**config.mk**
```make
export PLATFORM = sky130hd
export DESIGN_NAME = burst_scheduler_flat
export DESIGN_NICKNAME = d
export VERILOG_FILES = /design/src/rtl/burst_sched_pkg.sv /design/src/rtl/burst_scheduler_if.sv /design/src/rtl/burst_sched_table.sv /design/src/rtl/burst_scheduler.sv /design/src/flat_wrapper.sv
export SDC_FILE = /design/constraint.sdc
export NUM_CORES = 2
export LEC_CHECK = 0
export CAP_MARGIN = 20
export CORE_ASPECT_RATIO = 1.1
export CORE_MARGIN = 2
export CORE_UTILIZATION = 50
export CTS_CLUSTER_DIAMETER = 100
export DETAILED_ROUTE_END_ITERATION = 8
export GPL_TIMING_DRIVEN = 0
export PLACE_DENSITY = 0.67
export SETUP_SLACK_MARGIN = 0.4
export SYNTH_ARGS = -nofsm -noshare
export SYNTH_HDL_FRONTEND = slang
export SYNTH_SLANG_ARGS = --single-unit
```
**constraint.sdc**
```tcl
create_clock -name ap_clk -period 5.3 [get_ports ap_clk]
set_input_delay 1.06 -clock ap_clk [delete_from_list [all_inputs] [get_ports ap_clk]]
set_output_delay 1.06 -clock ap_clk [all_outputs]
set_load 0.02 [all_outputs]
```
**src/rtl/burst_sched_pkg.sv**
```systemverilog
// Shared types and reset constants for the burst scheduler.
package burst_sched_pkg;

  localparam int MOD_BW = 3;
  localparam int AMP_BW = 32;
  localparam int SPS_BW = 32;
  localparam int LEN_BW = 24;

  typedef enum logic [1:0] {
    IDLE,
    LOAD,
    SETTLE,
    RUN
  } state_e;

  typedef struct packed {
    logic [MOD_BW-1:0] mod;
    logic [AMP_BW-1:0] amp;
    logic [SPS_BW-1:0] sps;
    logic [LEN_BW-1:0] len;
  } entry_t;

  localparam logic [MOD_BW-1:0] MOD_RST = '0;
  localparam logic [AMP_BW-1:0] AMP_RST = AMP_BW'(1024);
  localparam logic [SPS_BW-1:0] SPS_RST = SPS_BW'(4);

endpackage

```
**src/rtl/burst_scheduler_if.sv**
```systemverilog
// Control, table-write, IQ-monitor and modulator-config bundle of the burst scheduler.
interface burst_scheduler_if
  import burst_sched_pkg::*;
#(
  parameter int DEPTH = 16
) ();
  localparam int ADDR_BW = $clog2(DEPTH);

  logic                tbl_wr_en;
  logic [ADDR_BW-1:0]  tbl_wr_addr;
  logic [MOD_BW-1:0]   tbl_wr_mod;
  logic [AMP_BW-1:0]   tbl_wr_amp;
  logic [SPS_BW-1:0]   tbl_wr_sps;
  logic [LEN_BW-1:0]   tbl_wr_len;
  logic [ADDR_BW:0]    num_entries;
  logic                ctrl_go;
  logic                ctrl_stop;
  logic                ctrl_loop;
  logic                iq_tvalid;
  logic                iq_tready;
  logic [MOD_BW-1:0]   mod_type;
  logic [AMP_BW-1:0]   amplitude;
  logic [SPS_BW-1:0]   samples_per_symbol;
  logic                start;
  logic                iq_gate;
  logic                busy;
  logic [ADDR_BW-1:0]  cur_entry;
  logic                burst_done;

  modport master (
    output tbl_wr_en, tbl_wr_addr, tbl_wr_mod, tbl_wr_amp, tbl_wr_sps, tbl_wr_len,
    output num_entries, ctrl_go, ctrl_stop, ctrl_loop, iq_tvalid, iq_tready,
    input  mod_type, amplitude, samples_per_symbol, start, iq_gate, busy, cur_entry, burst_done
  );

  modport slave (
    input  tbl_wr_en, tbl_wr_addr, tbl_wr_mod, tbl_wr_amp, tbl_wr_sps, tbl_wr_len,
    input  num_entries, ctrl_go, ctrl_stop, ctrl_loop, iq_tvalid, iq_tready,
    output mod_type, amplitude, samples_per_symbol, start, iq_gate, busy, cur_entry, burst_done
  );

endinterface

```
**src/rtl/burst_sched_table.sv**
```systemverilog
// Burst table: simple dual-port RAM with registered read; a same-address write returns old data.
module burst_sched_table
  import burst_sched_pkg::*;
#(
  parameter  int DEPTH   = 16,
  localparam int ADDR_BW = $clog2(DEPTH)
) (
  input  logic               ap_clk,
  input  logic               wr_en_i,
  input  logic [ADDR_BW-1:0] wr_addr_i,
  input  entry_t             wr_data_i,
  input  logic [ADDR_BW-1:0] rd_addr_i,
  output entry_t             rd_data_o
);

  entry_t mem_q [DEPTH];

  always_ff @(posedge ap_clk) begin
    if (wr_en_i) mem_q[wr_addr_i] <= wr_data_i;
    rd_data_o <= mem_q[rd_addr_i];
  end

endmodule

```
**src/rtl/burst_scheduler.sv**
```systemverilog
// Plays a table of modulator bursts, gating the settle samples after each config load.
// Looping playback on ctrl_loop is compiled in only when BURST_SCHED_LOOP_EN is defined.
module burst_scheduler
  import burst_sched_pkg::*;
#(
  parameter int DEPTH       = 16,
  parameter int SETTLE_SAMP = 64
) (
  input logic              ap_clk,
  input logic              ap_rst,
  burst_scheduler_if.slave bus
);

  localparam int ADDR_BW = $clog2(DEPTH);
  localparam int SET_W   = (SETTLE_SAMP > 1) ? $clog2(SETTLE_SAMP) : 1;
  localparam logic [SET_W-1:0]   SET_LAST = SET_W'((SETTLE_SAMP > 0) ? SETTLE_SAMP - 1 : 0);
  localparam logic [SET_W-1:0]   SET_ONE  = SET_W'(1);
  localparam logic [LEN_BW-1:0]  LEN_ONE  = LEN_BW'(1);
  localparam logic [ADDR_BW-1:0] ENT_ONE  = ADDR_BW'(1);
  localparam logic [ADDR_BW:0]   NENT_ONE = (ADDR_BW + 1)'(1);

  state_e             state_q, state_d;
  logic [ADDR_BW-1:0] entry_q, entry_d;
  logic [ADDR_BW:0]   nent_q, nent_d;
  logic [SET_W-1:0]   set_cnt_q, set_cnt_d;
  logic [LEN_BW-1:0]  len_cnt_q, len_cnt_d;
  logic [LEN_BW-1:0]  len_last_q, len_last_d;
  logic [MOD_BW-1:0]  mod_q, mod_d;
  logic [AMP_BW-1:0]  amp_q, amp_d;
  logic [SPS_BW-1:0]  sps_q, sps_d;
  logic               start_q, start_d;

  entry_t wr_data, rd_data;
  logic   accept, last_acc, more, loop_en;

  assign wr_data.mod = bus.tbl_wr_mod;
  assign wr_data.amp = bus.tbl_wr_amp;
  assign wr_data.sps = bus.tbl_wr_sps;
  assign wr_data.len = bus.tbl_wr_len;

  // Read address follows the next entry so the data is ready during the single LOAD cycle.
  burst_sched_table #(.DEPTH(DEPTH)) u_table (
    .ap_clk    (ap_clk),
    .wr_en_i   (bus.tbl_wr_en),
    .wr_addr_i (bus.tbl_wr_addr),
    .wr_data_i (wr_data),
    .rd_addr_i (entry_d),
    .rd_data_o (rd_data)
  );

`ifdef BURST_SCHED_LOOP_EN
  assign loop_en = bus.ctrl_loop;
`else
  logic unused_loop;
  assign loop_en     = 1'b0;
  assign unused_loop = bus.ctrl_loop;
`endif

  assign accept   = bus.iq_tvalid & bus.iq_tready;
  assign last_acc = (state_q == RUN) && accept && (len_cnt_q == len_last_q);
  assign more     = ({1'b0, entry_q} + NENT_ONE) < nent_q;

  always_comb begin
    state_d    = state_q;
    entry_d    = entry_q;
    nent_d     = nent_q;
    set_cnt_d  = set_cnt_q;
    len_cnt_d  = len_cnt_q;
    len_last_d = len_last_q;
    mod_d      = mod_q;
    amp_d      = amp_q;
    sps_d      = sps_q;
    start_d    = start_q;
    case (state_q)
      IDLE: begin
        if (bus.ctrl_go && (bus.num_entries != '0)) begin
          state_d = LOAD;
          entry_d = '0;
          nent_d  = bus.num_entries;
        end
      end
      LOAD: begin
        mod_d      = rd_data.mod;
        amp_d      = rd_data.amp;
        sps_d      = rd_data.sps;
        // A zero-length burst plays one sample.
        len_last_d = (rd_data.len == '0) ? '0 : rd_data.len - LEN_ONE;
        start_d    = 1'b1;
        set_cnt_d  = '0;
        len_cnt_d  = '0;
        state_d    = (SETTLE_SAMP == 0) ? RUN : SETTLE;
      end
      SETTLE: begin
        if (accept) begin
          if (set_cnt_q == SET_LAST) begin
            set_cnt_d = '0;
            state_d   = RUN;
          end else begin
            set_cnt_d = set_cnt_q + SET_ONE;
          end
        end
      end
      RUN: begin
        if (accept) begin
          if (len_cnt_q == len_last_q) begin
            len_cnt_d = '0;
            if (more) begin
              entry_d = entry_q + ENT_ONE;
              state_d = LOAD;
            end else if (loop_en) begin
              entry_d = '0;
              state_d = LOAD;
            end else begin
              state_d = IDLE;
              start_d = 1'b0;
            end
          end else begin
            len_cnt_d = len_cnt_q + LEN_ONE;
          end
        end
      end
      default: state_d = IDLE;
    endcase
    // Stop overrides everything, including a go in the same cycle.
    if (bus.ctrl_stop) begin
      state_d   = IDLE;
      start_d   = 1'b0;
      entry_d   = '0;
      set_cnt_d = '0;
      len_cnt_d = '0;
    end
  end

  always_ff @(posedge ap_clk or posedge ap_rst) begin
    if (ap_rst) begin
      state_q    <= IDLE;
      entry_q    <= '0;
      nent_q     <= '0;
      set_cnt_q  <= '0;
      len_cnt_q  <= '0;
      len_last_q <= '0;
      mod_q      <= MOD_RST;
      amp_q      <= AMP_RST;
      sps_q      <= SPS_RST;
      start_q    <= 1'b0;
    end else begin
      state_q    <= state_d;
      entry_q    <= entry_d;
      nent_q     <= nent_d;
      set_cnt_q  <= set_cnt_d;
      len_cnt_q  <= len_cnt_d;
      len_last_q <= len_last_d;
      mod_q      <= mod_d;
      amp_q      <= amp_d;
      sps_q      <= sps_d;
      start_q    <= start_d;
    end
  end

  assign bus.mod_type           = mod_q;
  assign bus.amplitude          = amp_q;
  assign bus.samples_per_symbol = sps_q;
  assign bus.start              = start_q;
  assign bus.iq_gate            = (state_q == RUN);
  assign bus.busy               = (state_q != IDLE);
  assign bus.cur_entry          = entry_q;
  assign bus.burst_done         = last_acc;

endmodule

```
**src/flat_wrapper.sv**
```systemverilog
// flat-port wrapper written by rule: the top's interface ports become plain ports
module burst_scheduler_flat import burst_sched_pkg::*;
#(
  parameter int DEPTH       = 16,
  parameter int SETTLE_SAMP = 64
)
  (ap_clk, ap_rst, bus_tbl_wr_en, bus_tbl_wr_addr, bus_tbl_wr_mod, bus_tbl_wr_amp, bus_tbl_wr_sps, bus_tbl_wr_len, bus_num_entries, bus_ctrl_go, bus_ctrl_stop, bus_ctrl_loop, bus_iq_tvalid, bus_iq_tready, bus_mod_type, bus_amplitude, bus_samples_per_symbol, bus_start, bus_iq_gate, bus_busy, bus_cur_entry, bus_burst_done);
  burst_scheduler_if #(.DEPTH(DEPTH)) bus_i ();
  input logic ap_clk;
  input logic ap_rst;
  input wire logic [$bits(bus_i.tbl_wr_en)-1:0] bus_tbl_wr_en;
  input wire logic [$bits(bus_i.tbl_wr_addr)-1:0] bus_tbl_wr_addr;
  input wire logic [$bits(bus_i.tbl_wr_mod)-1:0] bus_tbl_wr_mod;
  input wire logic [$bits(bus_i.tbl_wr_amp)-1:0] bus_tbl_wr_amp;
  input wire logic [$bits(bus_i.tbl_wr_sps)-1:0] bus_tbl_wr_sps;
  input wire logic [$bits(bus_i.tbl_wr_len)-1:0] bus_tbl_wr_len;
  input wire logic [$bits(bus_i.num_entries)-1:0] bus_num_entries;
  input wire logic [$bits(bus_i.ctrl_go)-1:0] bus_ctrl_go;
  input wire logic [$bits(bus_i.ctrl_stop)-1:0] bus_ctrl_stop;
  input wire logic [$bits(bus_i.ctrl_loop)-1:0] bus_ctrl_loop;
  input wire logic [$bits(bus_i.iq_tvalid)-1:0] bus_iq_tvalid;
  input wire logic [$bits(bus_i.iq_tready)-1:0] bus_iq_tready;
  output wire logic [$bits(bus_i.mod_type)-1:0] bus_mod_type;
  output wire logic [$bits(bus_i.amplitude)-1:0] bus_amplitude;
  output wire logic [$bits(bus_i.samples_per_symbol)-1:0] bus_samples_per_symbol;
  output wire logic [$bits(bus_i.start)-1:0] bus_start;
  output wire logic [$bits(bus_i.iq_gate)-1:0] bus_iq_gate;
  output wire logic [$bits(bus_i.busy)-1:0] bus_busy;
  output wire logic [$bits(bus_i.cur_entry)-1:0] bus_cur_entry;
  output wire logic [$bits(bus_i.burst_done)-1:0] bus_burst_done;
  assign bus_i.tbl_wr_en = bus_tbl_wr_en;
  assign bus_i.tbl_wr_addr = bus_tbl_wr_addr;
  assign bus_i.tbl_wr_mod = bus_tbl_wr_mod;
  assign bus_i.tbl_wr_amp = bus_tbl_wr_amp;
  assign bus_i.tbl_wr_sps = bus_tbl_wr_sps;
  assign bus_i.tbl_wr_len = bus_tbl_wr_len;
  assign bus_i.num_entries = bus_num_entries;
  assign bus_i.ctrl_go = bus_ctrl_go;
  assign bus_i.ctrl_stop = bus_ctrl_stop;
  assign bus_i.ctrl_loop = bus_ctrl_loop;
  assign bus_i.iq_tvalid = bus_iq_tvalid;
  assign bus_i.iq_tready = bus_iq_tready;
  assign bus_mod_type = bus_i.mod_type;
  assign bus_amplitude = bus_i.amplitude;
  assign bus_samples_per_symbol = bus_i.samples_per_symbol;
  assign bus_start = bus_i.start;
  assign bus_iq_gate = bus_i.iq_gate;
  assign bus_busy = bus_i.busy;
  assign bus_cur_entry = bus_i.cur_entry;
  assign bus_burst_done = bus_i.burst_done;
  burst_scheduler #(.DEPTH(DEPTH), .SETTLE_SAMP(SETTLE_SAMP)) u_core (.ap_clk(ap_clk), .ap_rst(ap_rst), .bus(bus_i));
endmodule
```
==> impl_metrics.env <==
export IMPL_max_clock_freq_ghz=0.208
export IMPL_r2r_start="u_core.bus.cur_entry[0]$_DFF_PP0_"
export IMPL_synthToLayoutAreaGrowth_pct=17.4
export IMPL_post_cts_buffers=0
export IMPL_use_met2_pct=41.2
export IMPL_io_buffers=181
export IMPL_core_area_um2=127000
export IMPL_drive_above_1_share_pct=12.0
export IMPL_path_class="reg -> reg"
export IMPL_crit_start="u_core.bus.cur_entry[0]$_DFF_PP0_"
export IMPL_drcViolationCount=0
export IMPL_power_density_nw_per_um2=391
export IMPL_ant_nets=0
export IMPL_ys_seq_area_share_pct=76.7
export IMPL_r2r_slack_ns=0.50
export IMPL_num_io_pins=183
export IMPL_nNetsFinal=4489
export IMPL_nFillCells=9317
export IMPL_syn_cell_area_um2=63700
export IMPL_clock_path_buffers=3
export IMPL_totalPowerFinal_w=0.0293
export IMPL_setup_viol=0
export IMPL_vias=37797
export IMPL_start_util_pct=50.3
export IMPL_use_met1_pct=34.4
export IMPL_p_leak_nw=28.7
export IMPL_synth_seq_cells=1680
export IMPL_fp_dieW_um=344
export IMPL_slew_violations=0
export IMPL_dp_hpwl_mm=111
export IMPL_end_kind="flip-flop"
export IMPL_max_cap_violations=0
export IMPL_avgSynthCellArea_um2=16.2
export IMPL_start_kind="flip-flop"
export IMPL_via_per_inst=6.12
export IMPL_dp_cells=5868
export IMPL_syn_num_nets=4064
export IMPL_synthArstFlopShare_pct=7.92
export IMPL_clkLatencyLatePin_ns=0.79
export IMPL_numCtsBuffers=165
export IMPL_grt_max_degree=76
export IMPL_wl_per_cell_um=27.2
export IMPL_routed_wl_mm=168
export IMPL_drt_initial_drc_count=4406
export IMPL_num_rows=137
export IMPL_r2r_end="u_core.u_table.rd_data_o[42]$_DFF_P_"
export IMPL_ys_types=52
export IMPL_groute_usage_overall_pct=25.7
export IMPL_fin_crit_sh_pct=90.6
export IMPL_clk_pin_slew_ns=0.06
export IMPL_critPathMaxFanout=10
export IMPL_die_h_um=378
export IMPL_grt_util_met3_pct=5.94
export IMPL_skew_ns=0.0227
export IMPL_grt_pass1_vias=37268
export IMPL_status="finished, final reports clean"
export IMPL_synthCells=3943
export IMPL_hp_class="reg -> reg"
export IMPL_synth_edff_count=1456
export IMPL_overflow=0
export IMPL_critPathRequiredTime_ns=5.92
export IMPL_layout_commonest_cell="edfxtp_1"
export IMPL_die_area_um2=130000
export IMPL_final_cell_mix="edfxtp_1, nand2_1, a21oi_1"
export IMPL_final_cells=6179
export IMPL_clock_sinks=1680
export IMPL_slew_headroom_pct=31.9
export IMPL_fin_crit_ns=4.80
export IMPL_cts_root_buf="clkbuf_16"
export IMPL_grt_busiest_layer="met2"
export IMPL_ir_drop_v=0.000364
export IMPL_cts_tree="yes"
export IMPL_arrival_ns=5.42
export IMPL_cts_max_level=4
export IMPL_ff2ff_path_depth=12
export IMPL_hold_violations=0
export IMPL_grt_pass1_wl_mm=244
export IMPL_tightest_slew_ns=1.02
export IMPL_place_congestion=0.815
export IMPL_drt_pre_antenna_iters=8
export IMPL_critPathCapture="u_core.u_table.rd_data_o[42]$_DFF_P_"
export IMPL_rsz0062_at_grt="false"
export IMPL_antenna_found_initial=11
export IMPL_synth_main_ff_cell="edfxtp_1"
export IMPL_ys_warn_count=0
==> how the worst min path moves through the flow <==
| stage | depth (start not counted) | from | slack, ns | endpoint |
|---|---|---|---|---|
| detailed placement | 1 | u_core.u_table.rd_data_o[46]$_DFF_P_ | 0.45 | u_core.bus.samples_per_symbol[22]$_DFFE_PP0N_ |
| global route | 1 | u_core.u_table.rd_data_o[87]$_DFF_P_ | 0.47 | u_core.bus.amplitude[31]$_DFFE_PP0N_ |
| global placement | 1 | u_core.u_table.rd_data_o[84]$_DFF_P_ | 0.44 | u_core.bus.amplitude[28]$_DFFE_PP0N_ |
| floorplan | 1 | u_core.u_table.rd_data_o[35]$_DFF_P_ | 0.44 | u_core.bus.samples_per_symbol[11]$_DFFE_PP0N_ |
| CTS | 1 | u_core.u_table.rd_data_o[78]$_DFF_P_ | 0.46 | u_core.bus.amplitude[22]$_DFFE_PP0N_ |
| finish | 1 | u_core.u_table.rd_data_o[78]$_DFF_P_ | 0.46 | u_core.bus.amplitude[22]$_DFFE_PP0N_ |
==> layer usage <==
| layer | vias to the layer above | share of wire, % |
|---|---|---|
| met5 | - | 0.040 |
| met1 | 19133 | 39 |
| li1 | 16448 | - |
| met4 | 12 | 3.2 |
| met2 | 1895 | 48 |
| met3 | 309 | 9.9 |
==> cell type report <==
cell class | count | area [um2] | share of cell area [%]
sequential | 1680 | 48900 | 65.3
clock inverter | 77 | 619 | 0.828
inverter | 42 | 163 | 0.217
clock buffer | 228 | 4620 | 6.18
antenna | 5 | 12.5 | 0.0167
buffer | 257 | 1170 | 1.57
tap | 1668 | 2090 | 2.79
timing repair buffer | 258 | 3420 | 4.57
multi-input combinational | 1964 | 13800 | 18.5
==> synth_stat cells (2+ instances only) <==
cell      number  area (um2)
dfxtp_1       91        1820
nand4_1        7        43.8
nor2_1        49         184
or2_2          2        12.5
or3_1          8        50.1
nor2b_1        6        37.5
or3b_2         4        35.0
nand3b_1       3        22.5
buf_2         27         135
a21oi_1      377        1890
or4_1         94         706
buf_4          2        15.0
a31oi_1        2        12.5
xnor2_1       16         140
dfstp_2        2        52.6
and3_1         9        56.3
nand2_1      400        1500
clkbuf_1     199         747
mux2i_1      368        3680
and2_1         2        12.5
xor2_1        47         412
inv_1         41         154
nor3_1        17        85.1
o22ai_1       23         144
buf_1         28         105
a211oi_1       3        22.5
edfxtp_1    1456       43700
a221oi_1     364        3190
mux2_2        72         811
nand2b_1      10        62.6
nor3b_1        2        15.0
dfrtp_1      131        3280
nor4_1        11        68.8
ha_1          13         163
nand3_1       20         100
o21ai_0       21         105
==> sequential cells by signal, indices dropped and copies added (netlist names) <==
name	count
u_core.bus.mod_type	3
u_core.bus.start	1
u_core.nent_q	5
u_core.state_q	2
u_core.u_table.mem_q	1456
u_core.set_cnt_q	6
u_core.u_table.rd_data_o	91
u_core.len_last_q	24
u_core.bus.cur_entry	4
u_core.bus.amplitude	32
u_core.len_cnt_q	24
u_core.bus.samples_per_symbol	32
==> power breakdown <==
group          internal (W)  total, W  switching (W)
logic               0.00115   0.00258        0.00142
registers            0.0150    0.0153       0.000312
clock network       0.00646    0.0114        0.00491
total                0.0226    0.0293        0.00665
==> cells by family (layout without fill, tap and decap cells) <==
group / Yosys count / in the layout / share of synthesized area (%)
adders and majority gates: 13 / 13 / 0.255
buffers and inverters: 299 / 862 / 1.84
xor gates and xnor gates: 63 / 63 / 0.866
other: 0 / 5 / 0
DFF: 1680 / 1680 / 76.7
and+or+nand+nor: 646 / 646 / 4.72
AOI/OAI and AO/OA: 802 / 802 / 8.60
muxes: 440 / 440 / 7.05
==> critical path, cell delays in order, from the launching register on <==
cell       delay [ns]
dfrtp_2          0.48
ha_1             0.34
ha_1             0.27
a21boi_0         0.13
o2111ai_1        0.30
and2_1           0.25
a311oi_1         0.15
nor3_1           0.44
clkbuf_4         0.39
buf_2            0.44
clkbuf_1         0.55
a221oi_1         0.22
or4_1            0.66
==> through the flow <==
step / hold WS (ns) / instance area (um2) / TNS [ns] / setup WS (ns) / util [%]
2_1_floorplan: 0.439 / 63800 / -197.43 / -0.624 / -
3_3_place_gp: 0.443 / 67700 / -3893.33 / -5.24 / 53.4
3_5_place_dp: 0.445 / 69400 / -29.11 / -0.548 / 54.8
4_1_cts: 0.459 / 74800 / 0 / 0.385 / 59.0
5_1_grt: 0.474 / 74800 / 0 / 0.396 / 59.1
6_report: 0.456 / 74800 / 0 / 0.496 / 59.1
==> what timing repair did <==
action | in CTS | in global routing
gates resized for setup | 63 | 114
hold buffers | 0 | 0
setup endpoints to repair | 91 | 91
(Power assumes the default switching activity.)
